<file path="config.mk">
export PLATFORM = sky130hd
export DESIGN_NAME = mul_error_accumulator
export DESIGN_NICKNAME = d
export VERILOG_FILES = /design/src/rtl/mul_eval_pkg.sv /design/src/rtl/mul_error_accumulator_abs_err_stage.sv /design/src/rtl/mul_error_accumulator.sv
export SDC_FILE = /design/constraint.sdc
export NUM_CORES = 1
export LEC_CHECK = 0
export ABC_AREA = 1
export CELL_PAD_IN_SITES_DETAIL_PLACEMENT = 0
export CELL_PAD_IN_SITES_GLOBAL_PLACEMENT = 1
export CORE_MARGIN = 4
export CORE_UTILIZATION = 35
export CTS_CLUSTER_SIZE = 30
export DETAILED_ROUTE_END_ITERATION = 8
export HOLD_SLACK_MARGIN = 0.08
export PLACE_DENSITY = 0.8
export SETUP_SLACK_MARGIN = 0.3
export SKIP_LAST_GASP = 1
export SYNTH_ARGS = -nofsm -noshare
export SYNTH_HDL_FRONTEND = slang
export SYNTH_SLANG_ARGS = --single-unit
export TNS_END_PERCENT = 20
</file>
<file path="constraint.sdc">
create_clock -name clk -period 14.1 [get_ports clk]
set_input_delay 3.525 -clock clk [delete_from_list [all_inputs] [get_ports clk]]
set_output_delay 3.525 -clock clk [all_outputs]
set_load 0.005 [all_outputs]
</file>
<file path="src/rtl/mul_eval_pkg.sv">
// rtl/mul_eval_pkg.sv - shared types, widths and saturating add for the multiplier error monitor
//
// Contents:
//   state_t     batch FSM states (IDLE, RUN, DRAIN, DONE)
//   W_DEF       default operand width
//   PROD_W_DEF  default product width (2*W_DEF)
//   SAT_ACC_W   width of the generic saturating adder
//   sat_add     {saturated, min(acc+inc, 2^width-1)} on SAT_ACC_W-bit operands
package mul_eval_pkg;

    localparam int W_DEF      = 16;
    localparam int PROD_W_DEF = 2 * W_DEF;
    localparam int SAT_ACC_W  = 64;

    typedef enum logic [1:0] {
        ST_IDLE  = 2'd0,
        ST_RUN   = 2'd1,
        ST_DRAIN = 2'd2,
        ST_DONE  = 2'd3
    } state_t;

    // Callers zero-extend into 64 bits and pass their real width; the
    // returned MSB flags that the true sum exceeded the width's maximum.
    function automatic logic [SAT_ACC_W:0] sat_add(
        input logic [SAT_ACC_W-1:0] acc,
        input logic [SAT_ACC_W-1:0] inc,
        input int unsigned          width
    );
        logic [SAT_ACC_W:0]   sum;
        logic [SAT_ACC_W-1:0] limit;
        sum = {1'b0, acc} + {1'b0, inc};
        if (width >= SAT_ACC_W) begin
            limit = '1;
        end else begin
            limit = (SAT_ACC_W'(1) << width) - SAT_ACC_W'(1);
        end
        if (sum > {1'b0, limit}) begin
            sat_add = {1'b1, limit};
        end else begin
            sat_add = sum;
        end
    endfunction

endpackage

</file>
<file path="src/rtl/mul_error_accumulator_abs_err_stage.sv">
// rtl/mul_error_accumulator_abs_err_stage.sv - two-stage exact multiply and absolute error pipeline
//
// Ports:
//   clk, rst_n     clock, asynchronous active-low reset
//   i_valid        triple accepted this cycle
//   i_a, i_b       operands (W bits)
//   i_c            approximate product (2*W bits)
//   o_valid        S2 holds a valid error sample
//   o_err          |a*b - c| of the S2 sample
//   o_a, o_b       operands of the S2 sample
//   o_busy         any stage holds a valid sample
module abs_err_stage #(
    parameter int W = 16
) (
    input  logic           clk,
    input  logic           rst_n,
    input  logic           i_valid,
    input  logic [W-1:0]   i_a,
    input  logic [W-1:0]   i_b,
    input  logic [2*W-1:0] i_c,
    output logic           o_valid,
    output logic [2*W-1:0] o_err,
    output logic [W-1:0]   o_a,
    output logic [W-1:0]   o_b,
    output logic           o_busy
);

    localparam int PW = 2 * W;

    logic          r_s1_valid;
    logic [W-1:0]  r_s1_a;
    logic [W-1:0]  r_s1_b;
    logic [PW-1:0] r_s1_c;

    logic          r_s2_valid;
    logic [PW-1:0] r_s2_err;
    logic [W-1:0]  r_s2_a;
    logic [W-1:0]  r_s2_b;

    logic [PW-1:0] w_exact;
    logic [PW-1:0] w_err;

    assign w_exact = PW'(r_s1_a) * PW'(r_s1_b);
    assign w_err   = (w_exact >= r_s1_c) ? (w_exact - r_s1_c) : (r_s1_c - w_exact);

    always_ff @(posedge clk or negedge rst_n) begin
        if (!rst_n) begin
            r_s1_valid <= 1'b0;
            r_s1_a     <= '0;
            r_s1_b     <= '0;
            r_s1_c     <= '0;
            r_s2_valid <= 1'b0;
            r_s2_err   <= '0;
            r_s2_a     <= '0;
            r_s2_b     <= '0;
        end else begin
            r_s1_valid <= i_valid;
            if (i_valid) begin
                r_s1_a <= i_a;
                r_s1_b <= i_b;
                r_s1_c <= i_c;
            end
            r_s2_valid <= r_s1_valid;
            if (r_s1_valid) begin
                r_s2_err <= w_err;
                r_s2_a   <= r_s1_a;
                r_s2_b   <= r_s1_b;
            end
        end
    end

    assign o_valid = r_s2_valid;
    assign o_err   = r_s2_err;
    assign o_a     = r_s2_a;
    assign o_b     = r_s2_b;
    assign o_busy  = r_s1_valid | r_s2_valid;

endmodule

</file>
<file path="src/rtl/mul_error_accumulator.sv">
// rtl/mul_error_accumulator.sv - batch error-statistics monitor for an approximate 16x16 multiplier
//
// Ports:
//   clk, rst_n            clock, asynchronous active-low reset
//   start, target         begin a batch of target samples (accepted in IDLE/DONE)
//   in_valid, in_ready    triple handshake
//   a, b, c_approx        operands and approximate product
//   busy, done            batch status (RUN|DRAIN, DONE)
//   err_sum, sum_sat      saturating sum of absolute error, sticky saturation flag
//   err_max, max_a, max_b largest error and its operands
//   mismatch_cnt          samples with nonzero error (saturating)
//   sample_cnt            samples accumulated (saturating)
// SUM_W must lie in [2*W, 63].
module mul_error_accumulator
    import mul_eval_pkg::*;
#(
    parameter int W     = W_DEF,
    parameter int SUM_W = 48,
    parameter int CNT_W = 16
) (
    input  logic             clk,
    input  logic             rst_n,
    input  logic             start,
    input  logic [CNT_W-1:0] target,
    input  logic             in_valid,
    output logic             in_ready,
    input  logic [W-1:0]     a,
    input  logic [W-1:0]     b,
    input  logic [2*W-1:0]   c_approx,
    output logic             busy,
    output logic             done,
    output logic [SUM_W-1:0] err_sum,
    output logic             sum_sat,
    output logic [2*W-1:0]   err_max,
    output logic [W-1:0]     max_a,
    output logic [W-1:0]     max_b,
    output logic [CNT_W-1:0] mismatch_cnt,
    output logic [CNT_W-1:0] sample_cnt
);

    localparam int PW = 2 * W;

    state_t r_state;
    state_t w_state_next;

    logic [CNT_W-1:0] r_target;
    logic [CNT_W-1:0] r_issued;

    logic [SUM_W-1:0] r_err_sum;
    logic             r_sum_sat;
    logic [PW-1:0]    r_err_max;
    logic [W-1:0]     r_max_a;
    logic [W-1:0]     r_max_b;
    logic [CNT_W-1:0] r_mismatch;
    logic [CNT_W-1:0] r_sample;

    logic w_start_ok;
    logic w_in_ready;
    logic w_xfer;

    logic          w_s2_valid;
    logic [PW-1:0] w_s2_err;
    logic [W-1:0]  w_s2_a;
    logic [W-1:0]  w_s2_b;
    logic          w_pipe_busy;

    assign w_start_ok = start && ((r_state == ST_IDLE) || (r_state == ST_DONE));
    assign w_in_ready = (r_state == ST_RUN) && (r_issued < r_target);
    assign w_xfer     = in_valid && w_in_ready;

    abs_err_stage #(
        .W (W)
    ) u_abs_err_stage (
        .clk     (clk),
        .rst_n   (rst_n),
        .i_valid (w_xfer),
        .i_a     (a),
        .i_b     (b),
        .i_c     (c_approx),
        .o_valid (w_s2_valid),
        .o_err   (w_s2_err),
        .o_a     (w_s2_a),
        .o_b     (w_s2_b),
        .o_busy  (w_pipe_busy)
    );

    always_ff @(posedge clk or negedge rst_n) begin
        if (!rst_n) begin
            r_state <= ST_IDLE;
        end else begin
            r_state <= w_state_next;
        end
    end

    // RUN leaves once every requested sample has been issued; DRAIN waits
    // until the last sample has left S2 so DONE implies final statistics.
    always_comb begin
        w_state_next = r_state;
        case (r_state)
            ST_IDLE:  if (start) w_state_next = ST_RUN;
            ST_RUN:   if (r_issued == r_target) w_state_next = ST_DRAIN;
            ST_DRAIN: if (!w_pipe_busy) w_state_next = ST_DONE;
            ST_DONE:  if (start) w_state_next = ST_RUN;
            default:  w_state_next = ST_IDLE;
        endcase
    end

    always_ff @(posedge clk or negedge rst_n) begin
        if (!rst_n) begin
            r_target <= '0;
            r_issued <= '0;
        end else if (w_start_ok) begin
            r_target <= target;
            r_issued <= '0;
        end else if (w_xfer) begin
            r_issued <= r_issued + CNT_W'(1);
        end
    end

    // Saturating adders share one 64-bit helper; bits above each
    // register's width are always zero after saturation and are dropped.
    logic [SAT_ACC_W:0]         w_sum_add;
    logic [SAT_ACC_W:0]         w_mis_add;
    logic [SAT_ACC_W:0]         w_smp_add;
    logic                       w_sum_ovf;
    logic [SAT_ACC_W-SUM_W-1:0] w_sum_pad_unused;
    logic [SUM_W-1:0]           w_sum_next;
    logic [SAT_ACC_W-CNT_W:0]   w_mis_pad_unused;
    logic [CNT_W-1:0]           w_mis_next;
    logic [SAT_ACC_W-CNT_W:0]   w_smp_pad_unused;
    logic [CNT_W-1:0]           w_smp_next;

    assign w_sum_add = sat_add(SAT_ACC_W'(r_err_sum), SAT_ACC_W'(w_s2_err), SUM_W);
    assign w_mis_add = sat_add(SAT_ACC_W'(r_mismatch), SAT_ACC_W'(1), CNT_W);
    assign w_smp_add = sat_add(SAT_ACC_W'(r_sample), SAT_ACC_W'(1), CNT_W);

    assign {w_sum_ovf, w_sum_pad_unused, w_sum_next} = w_sum_add;
    assign {w_mis_pad_unused, w_mis_next}            = w_mis_add;
    assign {w_smp_pad_unused, w_smp_next}            = w_smp_add;

    always_ff @(posedge clk or negedge rst_n) begin
        if (!rst_n) begin
            r_err_sum  <= '0;
            r_sum_sat  <= 1'b0;
            r_err_max  <= '0;
            r_max_a    <= '0;
            r_max_b    <= '0;
            r_mismatch <= '0;
            r_sample   <= '0;
        end else if (w_start_ok) begin
            r_err_sum  <= '0;
            r_sum_sat  <= 1'b0;
            r_err_max  <= '0;
            r_max_a    <= '0;
            r_max_b    <= '0;
            r_mismatch <= '0;
            r_sample   <= '0;
        end else if (w_s2_valid) begin
            r_err_sum <= w_sum_next;
            if (w_sum_ovf) begin
                r_sum_sat <= 1'b1;
            end
            // Strict compare: ties keep the earlier sample, and zero
            // errors never displace the cleared operands.
            if (w_s2_err > r_err_max) begin
                r_err_max <= w_s2_err;
                r_max_a   <= w_s2_a;
                r_max_b   <= w_s2_b;
            end
            if (w_s2_err != '0) begin
                r_mismatch <= w_mis_next;
            end
            r_sample <= w_smp_next;
        end
    end

    assign in_ready     = w_in_ready;
    assign busy         = (r_state == ST_RUN) || (r_state == ST_DRAIN);
    assign done         = (r_state == ST_DONE);
    assign err_sum      = r_err_sum;
    assign sum_sat      = r_sum_sat;
    assign err_max      = r_err_max;
    assign max_a        = r_max_a;
    assign max_b        = r_max_b;
    assign mismatch_cnt = r_mismatch;
    assign sample_cnt   = r_sample;

endmodule

</file>
==> summary.md, run 1 <==
| Metric | Value |
|---|---|
| Yosys cell types | `45` |
| GRT Overall Usage | `21.6%` |
| Synth Register Bits | `309` |
| DR WL/cell | `17.3 um` |
| Yosys warning total | `0` |
| Maxcap violations | `0` |
| Area growth, synth to finish | `14.2%` |
| Post-synth ARST share | `100%` |
| Layout Utilization | `40.5%` |
| Post-synthesis mux area share | `0%` |
| Via count | `29967` |
| Cts repair resizes | `0` |
| Core Area | `90600 sq um` |
| Port Buf Inserts | `231` |
| Critical path origin | `u_abs_err_stage.r_s1_b[9]` |
| Crit-path slowest cell | `dfrtp_1` |
| Yosys top cell area share | `24.1%` |
| Largest net degree at the start of global routing | `84` |
| Post-synth EDFFs | `0` |
| Startpoint types | `flop` |
| CP peak stage delay | `860 ps` |
| Vias in the first global route | `29156` |
| WP data required | `14600 ps` |
| Routed length on met3 | `5420 um` |
| Sequential element share of the synthesized area | `24.1%` |
| Fin crit share | `62.6%` |
| Initial Utilization | `35.5%` |
| Cell area after synthesis | `32100 sq um` |
| Top post-synthesis cells by area | `dfrtp_1, nand2_1, fa_1` |
| Dominant cell type by area after synthesis | `dfrtp_1` |
| Worst-Skew Late Latency | `580 ps` |
| WL met1 | `48800 um` |
| Clock Sinks | `309` |
| Drt initial violations | `2227` |
| Fillers | `9657` |
| Crit. End Element | `flop` |
| Clock Skews | `21.7 ps` |
| DRT Pass-1 Iters | `6` |
| Top Ports | `232` |
| Syn nets | `5335` |
| Final slew viol count | `0` |
| Wire length on met2 | `48800 um` |
| Buffer count from post-CTS setup fixing | `0` |
| Post-synthesis cell count | `4799` |
| TritonCTS clock tree | `done` |
| Die area | `96700 sq um` |
| Grt total ovfl | `0` |
| Clock buffer count from CTS | `41` |
| Final WL | `106000 um` |
| Top-count cell post-synth | `nand2_1` |
| Crit path max fanout | `34` |
| Worst min-delay path category | `flop to flop` |
| Reg clk slew, reported paths | `60 ps` |
| Main combinational cell family by area after synthesis | `simple AND/OR/NAND/NOR gates` |
| F_max | `113 MHz` |
| Initial antenna violation count | `2` |
| DRC viols | `0` |
| Final RePlAce weighted congestion | `0.957` |
| R2R Setup Slk | `5280 ps` |
| Clock buffer depth | `3` |
| # setup viols final | `0` |
| Die Wd | `311 um` |
| Post-CTS Hold Fix Bufs | `0` |
| Avg Cell Area, Syn | `6.70 sq um` |
| Crit path DAT | `9320 ps` |
| Fin. Hold Viols | `0` |
| Die Span Y | `311 um` |
| Synth Area in Adders | `22.2%` |
| Via/cell ratio | `4.90` |
| Row Count | `110` |
| First-pass GRT wire length | `168000 um` |
| Worst-Margin Slew | `1170 ps` |
| Post-DP HPWL | `83100 um` |
| H-tree Lvls | `2` |
| Top cells by count, synth | `nand2_1, inv_1, nand3_1, dfrtp_1, ha_1` |
| Root buf cell | `clkbuf_16` |
| Critical Path Most Common Cell | `nand2_1` |
| Hold Crit Start | `u_abs_err_stage.o_b[3]` |
| Dominant synthesized flop cell | `dfrtp_1` |
| Antenna viol nets, final | `0` |
| R2R Path Start | `u_abs_err_stage.r_s1_b[9]` |
| RSZ-0062 raised after global routing | `no` |
| Nets | `5443` |
| Worst slew margin | `21.9%` |
| Status | `complete, no violations` |
| Compound-Gate Fraction of Synth Area | `5.10%` |
| Highest metal used | `met4` |
| Share of cells above drive strength 1 | `3.40%` |
| Post-route setup TNS | `0 ps` |
| Min cycle time layout | `8820 ps` |
| XOR/XNOR share of the synthesized area | `2.26%` |
| Simple-gate share of the synthesized area | `33.6%` |
| WS Path Type | `flop to flop` |
[layout by cell type, fill, tap and decap left out, types with 8 or more instances in the layout]
cell type           n
clkdlybuf4s50_1   230
nor2_1            214
nor2_2              8
inv_2              12
inv_1             865
nor4_1              8
o21ai_0           119
xnor2_1            24
a21o_1             10
buf_4              18
o211ai_1           14
fa_1              197
xor2_1             59
o21bai_1           10
nand3_1           319
nand2_2            29
nor2_4              8
clkbuf_8            8
nor3_1             30
clkbuf_16          42
a21oi_1           133
nand4_1           123
nand3b_1           14
dfrtp_1           308
or2_2               9
ha_1              255
nand2_1          1816
[worst max-delay path: cells and delay by family (launching register included)]
family,cells,cell delay (ps)
fa+ha+maj,8,3990
simple gates,11,1420
compound gates,5,1020
buf+inv,8,980
flops,1,860
xor+xnor,1,410
[cell families (layout without fill, tap and decap cells)]
| kind of cell | after synthesis | in the layout |
|---|---|---|
| AND/OR/NAND/NOR | 2591 | 2591 |
| buffers and inverters | 1062 | 1201 |
| adder cells (fa/ha/maj) | 452 | 452 |
| flip-flops | 309 | 309 |
| AO/OA/AOI/OAI | 302 | 302 |
| XOR/XNOR | 83 | 83 |
| other | 0 | 1 |
[layer usage]
layer,vias to the layer above,GRT usage [%]
met5,-,0
met4,0,5.56
met3,132,2.56
met2,708,35.5
met1,14232,30.2
li1,14895,-
[state kept, by name (all words and copies together) (netlist names), 32 cells and up]
register,count
u_abs_err_stage.r_s1_c,32
err_max,32
err_sum,48
u_abs_err_stage.o_err,32
[final cells by class]
cell class	instances	area (sq um)	share of cell area [%]
Sequential cell	309	7730	21.1
Antenna cell	1	2.50	0.00682
Clock inverter	20	262	0.712
Timing Repair Buffer	249	2450	6.68
Multi-Input combinational cell	3428	20300	55.3
Clock buffer	54	1180	3.20
Inverter	878	3300	8.98
Tap cell	1176	1470	4.01
[through the flow]
stage	area, sq um	cells	setup slack (ps)	hold WS, ps
5_1_grt	36700	6114	4700	491
3_5_place_dp	35300	6040	5320	459
6_report	36700	6115	5280	473
4_1_cts	36700	6114	5290	473
3_3_place_gp	35300	6040	5300	454
2_1_floorplan	32100	4799	6980	372
[final timing paths]
path                                                   end  cells after the start
worst max register to register   u_abs_err_stage.o_err[10]                     33
worst min register to register      u_abs_err_stage.o_b[3]                      2
worst min-delay path                u_abs_err_stage.o_b[3]                      2
min in group asynchronous                    sample_cnt[6]                      1
max in group asynchronous       u_abs_err_stage.r_s1_valid                      3
worst max-delay path             u_abs_err_stage.o_err[10]                     33
Power of run 1 is left out: the tool's default activity adds up to more than one toggle a clock period on the data nets, which glitch-free logic cannot reach.
==> run 2, diff against run 1 <==
==> constraint.sdc (replaced) <==
create_clock -name clk -period 8.6 [get_ports clk]
set_input_delay 2.15 -clock clk [delete_from_list [all_inputs] [get_ports clk]]
set_output_delay 2.15 -clock clk [all_outputs]
set_load 0.005 [all_outputs]
==> run 2 against run 1 <==
Compared with the run above: fmax increased by 11%; die area unchanged; non-clock buffer count increased by 26; sequential share of layout area about the same; critical path depth decreased by 2; design area increased by 0.56%; sequential cell count unchanged; first-iteration DRC count increased by 1.3%; clock skew about the same; via count increased by 0.53%; critical path type unchanged.
==> summary.md, run 2 (synthesized netlist as in run 1, its figures left out) <==
| Metric | Value |
|---|---|
| CP peak stage delay | `760 ps` |
| Buf/Inv on CP | `6` |
| Crit-path slowest cell | `dfrtp_1` |
| Nets | `5469` |
| Worst-Margin Slew | `898 ps` |
| Final non-filler cell total | `6138` |
| DRT Pass-1 Iters | `6` |
| Clock Sinks | `309` |
| Worst hold slack | `472 ps` |
| TritonCTS clock tree | `done` |
| Crit. End Element | `flop` |
| Commonest non-fill, non-tap cell in the layout | `nand2_1` |
| Fin crit share | `92.2%` |
| Inst Count DP | `6063` |
| H-tree Lvls | `2` |
| Die area | `96700 sq um` |
| Via count | `30125` |
| Max reg flops | `48` |
| Die Wd | `311 um` |
| WP data required | `9050 ps` |
| F_max | `126 MHz` |
| DRC viols | `0` |
| Clock buffer depth | `3` |
| Worst slew margin | `40.1%` |
| Final slew viol count | `0` |
| Final RePlAce weighted congestion | `0.949` |
| Via/cell ratio | `4.91` |
| Core Area | `90600 sq um` |
| Grt total ovfl | `0` |
| Row Count | `110` |
| Cell family with most CP delay | `adder cells` |
| Initial antenna violation count | `5` |
| RSZ-0062 raised after global routing | `no` |
| Antenna viol nets, final | `0` |
| Worst min-delay path category | `flop to flop` |
| Post-DP HPWL | `84400 um` |
| Clock buffer count from CTS | `41` |
| Min cycle time layout | `7930 ps` |
| Crit path max fanout | `33` |
| Final WS setup | `673 ps` |
| Share of cells above drive strength 1 | `4.39%` |
| Status | `complete, no violations` |
| WS Path Type | `flop to flop` |
| Vias in the first global route | `29371` |
| Reg clk slew, reported paths | `60 ps` |
| Fillers | `9576` |
| Initial Utilization | `35.5%` |
| Final WL | `107000 um` |
| Top Ports | `232` |
| Most frequent cells in the layout | `nand2_1, inv_1, nand3_1` |
| Root buf cell | `clkbuf_16` |
| Crit path DAT | `8380 ps` |
| Antenna diodes | `0` |
| Post-route setup TNS | `0 ps` |
| Area growth, synth to finish | `14.9%` |
| DR WL/cell | `17.4 um` |
| Maxcap violations | `0` |
| Largest net degree at the start of global routing | `146` |
| First-pass GRT wire length | `170000 um` |
| GRT Overall Usage | `21.8%` |
| Startpoint types | `flop` |
| Drt initial violations | `2256` |
| Die Span Y | `311 um` |
| # setup viols final | `0` |
| Fin. Hold Viols | `0` |
| Post-Place Setup Slack | `305 ps` |
| Clock Skews | `21.3 ps` |
| Worst-Skew Late Latency | `580 ps` |
| Critical Path Most Common Cell | `nand2_1` |
| Port Buf Inserts | `231` |
## run 2: changes by cell type in the layout (fill, tap and decap cells not counted), moves of 2 or more
| cell | delta |
|---|---|
| buf_12 | +3 |
| buf_4 | +22 |
| bufinv_16 | -2 |
| clkbuf_1 | +3 |
| clkbuf_8 | -2 |
| dfrtp_1 | -24 |
| dfrtp_2 | +21 |
| dfrtp_4 | +3 |
| ha_1 | -3 |
| ha_2 | +2 |
## run 2: area by class of cell
class / count / area [sq um] / area share (%)
clock buffer: 55 / 1160 / 3.14
clock inverter: 17 / 186 / 0.505
inverter: 878 / 3300 / 8.93
multi-input combinational: 3428 / 20300 / 55.1
sequential: 309 / 7770 / 21.1
tap: 1176 / 1470 / 3.99
timing repair buffer: 275 / 2690 / 7.28
## run 2: stage by stage
step                area, sq um  utilization [%]
finish                    36900             40.8
global route              36900             40.8
CTS                       36800             40.7
detailed placement        35500             39.2
global placement          35500             39.2
floorplan                 32100                -
## run 2: timing repair
| action | in CTS | in global routing |
|---|---|---|
| hold buffers | 0 | 0 |
| gates cloned | 0 | 0 |
| setup endpoints to repair | 31 | 31 |
| resized for setup | 1 | 35 |
| buffers inserted | 0 | 3 |
## run 2: routing by layer
| layer | global-route usage, % | vias to the layer above | part of all wire [%] |
|---|---|---|---|
| li1 | - | 14930 | - |
| met1 | 30.7 | 14369 | 46 |
| met2 | 36.5 | 704 | 47 |
| met3 | 1.96 | 122 | 4.6 |
| met4 | 4.83 | 0 | 2.1 |
| met5 | 0 | - | 0 |
## run 2: path summary, 6_finish.rpt
kind / startpoint / slack (ps) / cells past startpoint / endpoint
worst max register to register: u_abs_err_stage.r_s1_a[1] / 670 / 31 / u_abs_err_stage.o_err[2]
max in group asynchronous: rst_n / 5520 / 2 / u_abs_err_stage.r_s1_b[9]
worst min register to register: u_abs_err_stage.o_a[12] / 470 / 2 / u_abs_err_stage.o_a[12]
min in group asynchronous: rst_n / 1550 / 1 / sample_cnt[3]
worst min-delay path: u_abs_err_stage.o_a[12] / 470 / 2 / u_abs_err_stage.o_a[12]
worst max-delay path: u_abs_err_stage.r_s1_a[1] / 670 / 31 / u_abs_err_stage.o_err[2]
## run 2: tightest hold or removal path, cell delays in order (launching register included)
cell     delay [ps]
dfrtp_1         340
nand2_1          50
nand2_1          40
Power of run 2 is left out for the same reason.
==> run 3, diff against run 2 <==
--- a/config.mk
+++ b/config.mk
@@ -8,7 +8,7 @@
 export ABC_AREA = 1
 export CELL_PAD_IN_SITES_DETAIL_PLACEMENT = 0
 export CELL_PAD_IN_SITES_GLOBAL_PLACEMENT = 1
-export CORE_MARGIN = 4
+export CORE_MARGIN = 5
 export CORE_UTILIZATION = 35
 export CTS_CLUSTER_SIZE = 30
 export DETAILED_ROUTE_END_ITERATION = 8
==> run 3 against run 2 <==
Compared with the run above: core utilization decreased by 0.24 points; first-iteration DRC count rose by 2.0%; sequential share of layout area shrank 0.076 points; via count is 0.62% lower; setup slack improved by 78 ps; cell count barely moved; worst hold slack hardly changed; global-route usage down 0.57 points; wire length shrank 0.52%; die area grew 1.3%; fmax is 1.0% higher; sequential cell count stayed put; critical path type unchanged; largest cell class unchanged.
==> summary.md, run 3 (synthesized netlist as in run 1, its figures left out) <==
| Metric | Value |
|---|---|
| Final WL | `106000 um` |
| Hold Crit Start | `u_abs_err_stage.o_b[3]` |
| WP data required | `9130 ps` |
| Initial Utilization | `35.2%` |
| Hold path endpoint | `u_abs_err_stage.o_b[3]` |
| Die Wd | `313 um` |
| Crit path max fanout | `10` |
| WS Path Type | `flop to flop` |
| Vias in the first global route | `29017` |
| Die area | `98000 sq um` |
| R2R Path Start | `u_abs_err_stage.r_s1_a[11]` |
| CP peak stage delay | `580 ps` |
| Via count | `29937` |
| Status | `complete, no violations` |
| Fin. Hold Viols | `0` |
| Clock buffer depth | `3` |
| Reg clk slew, reported paths | `60 ps` |
| Antenna viol nets, final | `0` |
| DR WL/cell | `17.3 um` |
| Worst r2r path cells | `34` |
| Min cycle time layout | `7850 ps` |
| Root buf cell | `clkbuf_16` |
| Core Area | `91400 sq um` |
| Commonest non-fill, non-tap cell in the layout | `nand2_1` |
| Clock Sinks | `309` |
| Largest net degree at the start of global routing | `144` |
| Die Span Y | `313 um` |
| Critical Path Most Common Cell | `nand2_1` |
| Drt initial violations | `2300` |
| Row Count | `111` |
| Clock buffer count from CTS | `42` |
| Crit-path slowest cell | `ha_1` |
| # setup viols final | `0` |
| Worst-Margin Slew | `1150 ps` |
| Port Buf Inserts | `231` |
| RSZ-0062 raised after global routing | `no` |
| Crit path DAT | `8380 ps` |
| DRC viols | `0` |
| Final slew viol count | `0` |
| Max reg flops | `48` |
| GRT Overall Usage | `21.3%` |
| Worst min-delay path category | `flop to flop` |
| Startpoint types | `flop` |
| Top Ports | `232` |
| Nets | `5461` |
| H-tree Lvls | `2` |
| Maxcap violations | `0` |
| TritonCTS clock tree | `done` |
| Fin crit share | `91.3%` |
| Worst slew margin | `22.9%` |
| Grt total ovfl | `0` |
| Most frequent cells in the layout | `nand2_1, inv_1, nand3_1` |
| Worst hold slack | `471 ps` |
| WHS Path Cells | `2` |
| R2R Setup Slk | `750 ps` |
| Worst-Skew Late Latency | `600 ps` |
| First-pass GRT wire length | `167000 um` |
| Clock Skews | `22.0 ps` |
| Antenna diodes | `0` |
| F_max | `127 MHz` |
| Initial antenna violation count | `3` |
| Crit. End Element | `flop` |
| Via/cell ratio | `4.87` |
| Area growth, synth to finish | `15.2%` |
| Final RePlAce weighted congestion | `0.948` |
| DRT Pass-1 Iters | `6` |
| Worst r2r dst | `u_abs_err_stage.o_err[21]` |
| Post-DP HPWL | `84300 um` |
| Share of cells above drive strength 1 | `4.42%` |
| Post-route setup TNS | `0 ps` |
## run 3: changes by cell type in the layout (fill, tap and decap cells not counted), moves of 3 or more
cell,change
bufinv_16,+5
a21oi_1,-3
dfrtp_4,-3
buf_4,-8
clkinv_2,-3
a21oi_2,+3
dfrtp_2,+6
dfrtp_1,-3
## run 3: timing repair
| action | 4_1_cts | 5_1_grt |
|---|---|---|
| resized for setup | 0 | 36 |
| hold buffers | 0 | 0 |
| setup endpoints to repair | 0 | 31 |
| setup buffers | 0 | 1 |
| hold endpoints to repair | 0 | 0 |
## run 3: worst max-delay path by stage
stage          cells after the start                         to                       start  slack (ps)
2_1_floorplan                     38  u_abs_err_stage.o_err[20]   u_abs_err_stage.r_s1_a[5]        1480
3_3_place_gp                      32   u_abs_err_stage.o_err[2]   u_abs_err_stage.r_s1_a[4]         420
3_5_place_dp                      33   u_abs_err_stage.o_err[2]   u_abs_err_stage.r_s1_a[4]         460
4_1_cts                           30   u_abs_err_stage.o_err[2]  u_abs_err_stage.r_s1_b[15]         450
5_1_grt                           34  u_abs_err_stage.o_err[21]  u_abs_err_stage.r_s1_a[11]         290
6_report                          34  u_abs_err_stage.o_err[21]  u_abs_err_stage.r_s1_a[11]         750
## run 3: per-stage QoR
step	util, %	instances	setup WS, ps	area [sq um]
after detailed placement	38.8	6066	456	35400
after global routing	40.5	6144	287	37000
after floorplan	-	4799	1480	32100
after CTS	40.5	6143	447	37000
final	40.5	6144	751	37000
after global placement	38.8	6066	421	35400
## run 3: worst max-delay path, delay by kind of cell, from the launching register on
family                   cells  cell delay, ps
AND/OR/NAND/NOR             15            1780
XOR/XNOR                     1             260
buffers and inverters        8             620
AO/OA/AOI/OAI                2             500
adder cells (fa/ha/maj)      8            4090
flip-flops                   1             530
## run 3: layout make-up
class                   count  area [sq um]
inverters                 878          3300
clock buffers              54          1160
repair buffers            266          2610
multi-input cells        3428         20300
well taps                1186          1480
fillers                  9709         54400
clock inverters            23           380
flip-flops and latches    309          7770
## run 3: per-layer routing
layer / global-route usage [%] / wire (um) / up-vias / part of all wire, %
li1: - / - / 14921 / -
met2: 35.1 / 49300 / 730 / 46
met4: 6.18 / 3490 / 0 / 3.3
met1: 29.5 / 48000 / 14126 / 45
met5: 0 / 0 / - / 0
met3: 2.57 / 5460 / 160 / 5.1
Power of run 3 is left out for the same reason.
